**src/rtl/seqdet_pkg.sv**
```systemverilog
// Shared types and default parameter values for the serial pattern detector.
package seqdet_pkg;

  // Moore states: FILL while history is short, HUNT when full with no match,
  // DETECT for the single cycle after a match completes.
  typedef enum logic [1:0] {
    FILL   = 2'd0,
    HUNT   = 2'd1,
    DETECT = 2'd2
  } state_t;

  localparam int          PAT_W_DEF   = 4;
  localparam int          CNT_W_DEF   = 8;
  // Wide enough for the largest legal pattern. The top slices the low PAT_W bits.
  localparam logic [15:0] RST_PAT_DEF = 16'h000B;

endpackage

```
**src/rtl/seqdet_shift.sv**
```systemverilog
// Serial history register and saturating fill counter.
// The *_upd outputs are the post-shift values, so the top can compare against
// the pattern on the same edge that shifts the bit in.
module seqdet_shift #(
  parameter int PAT_W = 4,
  parameter int FW    = 3
) (
  input  logic             clk,
  input  logic             rst_n,
  input  logic             shift_en,
  input  logic             x,
  input  logic             fill_clr,
  output logic [FW-1:0]    fill,
  output logic [PAT_W-1:0] hist_upd,
  output logic [FW-1:0]    fill_upd
);

  localparam logic [FW-1:0] FULL = FW'(PAT_W);

  logic [PAT_W-1:0] hist;

  // Next history and fill values, assuming a bit is accepted this cycle.
  always_comb begin
    hist_upd = {hist[PAT_W-2:0], x};
    fill_upd = (fill == FULL) ? fill : fill + FW'(1);
  end

  // Shift on accepted bits. A clear takes priority over the fill increment.
  always_ff @(posedge clk or negedge rst_n) begin
    if (!rst_n) begin
      hist <= '0;
      fill <= '0;
    end else begin
      if (shift_en) hist <= hist_upd;
      if (fill_clr)      fill <= '0;
      else if (shift_en) fill <= fill_upd;
    end
  end

endmodule

```
**src/rtl/seq_detector_param.sv**
```systemverilog
// Parameterized serial sequence detector with a Moore detect flag.
// Optional match counter: define SEQDET_COUNT_EN to build it. When the macro
// is not defined, match_cnt is tied to zero.
module seq_detector_param
  import seqdet_pkg::*;
#(
  parameter int               PAT_W   = PAT_W_DEF,
  parameter logic [PAT_W-1:0] RST_PAT = RST_PAT_DEF[PAT_W-1:0],
  parameter int               CNT_W   = CNT_W_DEF
) (
  input  logic             clk,
  input  logic             rst_n,
  input  logic             x,
  input  logic             x_valid,
  input  logic [PAT_W-1:0] pattern,
  input  logic             pat_load,
  input  logic             overlap,
  output logic             z,
  output logic [CNT_W-1:0] match_cnt
);

  localparam int            FW   = $clog2(PAT_W + 1);
  localparam logic [FW-1:0] FULL = FW'(PAT_W);

  state_t           state, state_nxt;
  logic [PAT_W-1:0] pat_reg;
  logic [PAT_W-1:0] hist_upd;
  logic [FW-1:0]    fill, fill_upd;
  logic             shift_en, detect, fill_clr;

  // A load wins over data, so a bit presented with pat_load is dropped.
  // In non-overlapping mode, history is discarded on the detecting edge.
  assign shift_en = x_valid & ~pat_load;
  assign detect   = shift_en && (fill_upd == FULL) && (hist_upd == pat_reg);
  assign fill_clr = pat_load | (detect & ~overlap);

  seqdet_shift #(.PAT_W(PAT_W), .FW(FW)) u_shift (
    .clk      (clk),
    .rst_n    (rst_n),
    .shift_en (shift_en),
    .x        (x),
    .fill_clr (fill_clr),
    .fill     (fill),
    .hist_upd (hist_upd),
    .fill_upd (fill_upd)
  );

  // Pattern register: armed with RST_PAT and replaced on load.
  always_ff @(posedge clk or negedge rst_n) begin
    if (!rst_n)        pat_reg <= RST_PAT;
    else if (pat_load) pat_reg <= pattern;
  end

  // State register.
  always_ff @(posedge clk or negedge rst_n) begin
    if (!rst_n) state <= FILL;
    else        state <= state_nxt;
  end

  // Next state. On an idle cycle, DETECT exits according to fill, which was
  // already cleared or kept by the overlap value sampled on the detecting edge.
  always_comb begin
    state_nxt = state;
    if (pat_load)
      state_nxt = FILL;
    else if (shift_en)
      state_nxt = detect ? DETECT : ((fill_upd == FULL) ? HUNT : FILL);
    else if (state == DETECT)
      state_nxt = (fill == FULL) ? HUNT : FILL;
  end

  assign z = (state == DETECT);

`ifdef SEQDET_COUNT_EN
  logic [CNT_W-1:0] cnt;

  // Count edges that enter DETECT. The count saturates at all-ones.
  always_ff @(posedge clk or negedge rst_n) begin
    if (!rst_n)                  cnt <= '0;
    else if (pat_load)           cnt <= '0;
    else if (detect && cnt != '1) cnt <= cnt + CNT_W'(1);
  end

  assign match_cnt = cnt;
`else
  assign match_cnt = '0;
`endif

endmodule

```
**config.mk**
```make
export PLATFORM = sky130hd
export DESIGN_NAME = seq_detector_param
export DESIGN_NICKNAME = d
export VERILOG_FILES = /design/src/rtl/seqdet_pkg.sv /design/src/rtl/seqdet_shift.sv /design/src/rtl/seq_detector_param.sv
export SDC_FILE = /design/constraint.sdc
export NUM_CORES = 1
export LEC_CHECK = 0
export CAP_MARGIN = 15
export CORE_MARGIN = 2
export CORE_UTILIZATION = 40
export CTS_CLUSTER_DIAMETER = 30
export DETAILED_ROUTE_END_ITERATION = 8
export PLACE_DENSITY_LB_ADDON = 0.1
export SYNTH_ARGS = -nofsm -noshare
export SYNTH_HDL_FRONTEND = slang
export SYNTH_HIERARCHICAL = 1
export SYNTH_SLANG_ARGS = --single-unit
export TNS_END_PERCENT = 10
```
**constraint.sdc**
```tcl
create_clock -name clk -period 1.82 [get_ports clk]
set_input_delay 0.364 -clock clk [delete_from_list [all_inputs] [get_ports clk]]
set_output_delay 0.364 -clock clk [all_outputs]
set_load 0.02 [all_outputs]
```
==> results by group <==
Status
  – Outcome: finished clean

Synthesis
  – Top cell type's share of synthesized area: 30.1%
  – Ranking of synthesized cells by area: dfrtp_1 (30%), dfstp_2 (11%), mux2_2 (11%)
  – Post-synth EDFFs: 0
  – Synth area leader: dfrtp_1
  – Yosys cell types: 26
  – Mean Syn Cell Area: 11.2 um2
  – Post-synthesis cell area: 748 um2
  – Seq/Total Area, Yosys: 40.6%
  – Ys async rst share: 100%
  – Synth Instances: 67
  – #FFs+latches synth: 12
  – YS warnings: 6
  – Synth top cells by count: buf_4 (9), dfrtp_1 (9), mux2_2 (7)
  – Top FF cell, synth: dfrtp_1

Drt
  – First DRT Iteration DRCs: 4
  – Via count: 544
  – Post-route ant nets: 0
  – Post-route DRC: 0
  – DR WL/cell: 11.0 um
  – Final wirelength: 1.34 mm
  – Via/cell ratio: 4.46
  – Drt first pass iters: 4

Finish
  – Post-Route Utilization: 59.6%
  – Area growth syn-to-layout: 39.1%
  – Ant diodes: 0
  – Share of cells above drive strength 1: 48.5%
  – # fillers: 148
  – Post-route insts no fill: 122
  – Final net count: 110
  – Number of flip-flops in the largest register: 4

Clocking
  – Clk slew on worst S/H paths: 0.08 ns
  – Clock Latency Late Sink: 0.27 ns
  – Clock Path Buffers: 2
  – CTS sink count: 12
  – Root buf cell: clkbuf_4
  – TritonCTS clock tree: done
  – Num CTS Buffers: 3
  – # H-tree levels: 1

STA
  – Worst Tran Pin Value: 0.546 ns
  – Final slew viol count: 0
  – RSZ-0062 raised after global routing: true
  – Max frequency: 0.561 GHz
  – Final-report hold violation count: 0
  – Clock skew: 0.00274 ns
  – Slew HR: 63.5%
  – Final WS setup: 0.0365 ns
  – Crit path time final: 1.78 ns
  – Ratio of final minimum period to clock period: 98.0%
  – Setup-failing EPs final: 0

Place
  – Port Buffers: 10
  – GPL Wtd Cong: 0.746
  – DP Cell Count: 111
  – Pre-CTS setup slack: -0.148 ns
  – Dpl hpwl: 991 um

Power and ir drop
  – Peak VDD IR: 415 uV
  – Static Leak: 0.475 nW
  – PwrDens: 638 nW/um2

Floorplanning
  – Top Ports: 19
  – Die Ht: 47.3 um
  – Core box area: 1750 um2
  – Die width: 47.3 um
  – Starting Density: 42.9%
  – # rows: 15
  – Total die area: 2230 um2

Worst hold path
  – Worst hold path type: input port to asynchronous set/reset pin

Critical path
  – Worst Path Max Fanout: 4
  – Arrival time at the worst endpoint: 1.94 ns
  – Critical path's slowest cell: dfrtp_1
  – Worst-path cell chain: ha_1, nor2b_1, a21oi_1, and3_4, nand2b_4, o21bai_4, nor2b_1, mux2_4
  – CP endpoint kind: register
  – Worst-case reg-to-reg path depth: 8
  – Reg2reg setup slack: 0.04 ns
  – Critical path launch point type: register
  – Critical Path Max Stage Delay: 0.42 ns
  – Crit-path most repeated cell: nor2b_1
  – Worst R2R End: u_shift/fill[0]$_DFFE_PN0P_
  – R2R Path Start: u_shift/fill[1]$_DFFE_PN0P_
  – WS Path Type: register to register
  – CP required: 1.98 ns

Global routing
  – Pin count of the biggest net entering global routing: 13
  – Tot GR Track Use: 15.0%
  – Grt total ovfl: 0
  – Vias in the first global route: 562
  – Initial antenna violation count: 0
  – First-pass GRT wire length: 2.29 mm

Flow run
  – MaxCap Viol Count: 0
-- metrics by stage --
stage	hold WS [ns]	power, mW	instance area [um2]	setup TNS (ns)
floorplan	0.0684	0.440	787	-0.00586
global placement	0.476	0.477	926	-0.117
detailed placement	0.487	0.479	926	-0.171
CTS	0.461	0.666	1020	-0.0521
global route	0.482	0.709	1040	-0.0320
finish	0.442	0.664	1040	0
-- cell families after synthesis --
group / synth area share [%]
AOI/OAI and AO/OA: 9.36
xor gates and xnor gates: 5.85
adders and majority gates: 3.34
buffers and inverters: 13.0
DFF: 40.6
muxes: 13.9
other: 0.501
and+or+nand+nor: 13.4
-- metal layers --
metal	track usage (%)	wire length [um]	vias to the layer above	part of all wire, %
met3	2.31	55	4	4.1
li1	-	-	267	-
met4	8.33	27	0	2.0
met1	17.6	583	255	44
met2	25.7	673	18	50
met5	0	0	-	0
-- worst max path at each step --
stage                                      startpoint                     endpoint  slack, ns  cells past startpoint
final                     u_shift/fill[1]$_DFFE_PN0P_  u_shift/fill[0]$_DFFE_PN0P_       0.04                      8
after global routing      u_shift/fill[1]$_DFFE_PN0P_  u_shift/fill[0]$_DFFE_PN0P_      -0.03                     10
after CTS                 u_shift/fill[0]$_DFFE_PN0P_  u_shift/fill[0]$_DFFE_PN0P_      -0.05                     10
after detailed placement                            x  u_shift/fill[0]$_DFFE_PN0P_      -0.15                      7
after global placement                              x  u_shift/fill[0]$_DFFE_PN0P_      -0.12                      7
after floorplan           u_shift/fill[0]$_DFFE_PN0P_  u_shift/fill[0]$_DFFE_PN0P_     -0.006                     10
-- area by class of cell --
cell class,instances,area [um2],area share (%)
Tap cell,25,31.3,3.00
Multi-Input combinational cell,49,415,39.9
Timing Repair Buffer,30,256,24.6
Sequential cell,12,304,29.2
Clock buffer,4,26.3,2.52
Inverter,2,7.51,0.721
-- cells in the final DEF, fill, tap and decap left out, types with 2 or more instances in the layout --
| cell type | n |
|---|---|
| conb_1 | 8 |
| mux2_2 | 7 |
| buf_6 | 2 |
| clkbuf_4 | 3 |
| a21oi_1 | 2 |
| buf_4 | 18 |
| clkdlybuf4s50_1 | 9 |
| xnor2_1 | 5 |
| nor2_1 | 6 |
| dfrtp_1 | 9 |
| nand2_2 | 2 |
| dfstp_2 | 3 |
| nor2b_1 | 3 |
| inv_2 | 2 |
-- repair_timing --
action	4_1_cts	5_1_grt
endpoints found under the setup margin	2	4
buffers inserted	7	1
pin swaps	5	4
resized for setup	4	5
hold buffers	0	0
-- critical path: cells and delay by family, from the launching register on --
family | cells | cell delay (ns)
AO/OA/AOI/OAI | 2 | 0.28
adder cells (fa/ha/maj) | 1 | 0.21
flip-flops | 1 | 0.42
multiplexers | 1 | 0.26
AND/OR/NAND/NOR | 4 | 0.50
-- report_power, final --
part	switching, mW	total [mW]	internal [mW]
logic	0.0663	0.167	0.101
registers	0.0220	0.321	0.299
clock network	0.0906	0.175	0.0849
total	0.179	0.664	0.485
Power figures use the tool's default switching activity.
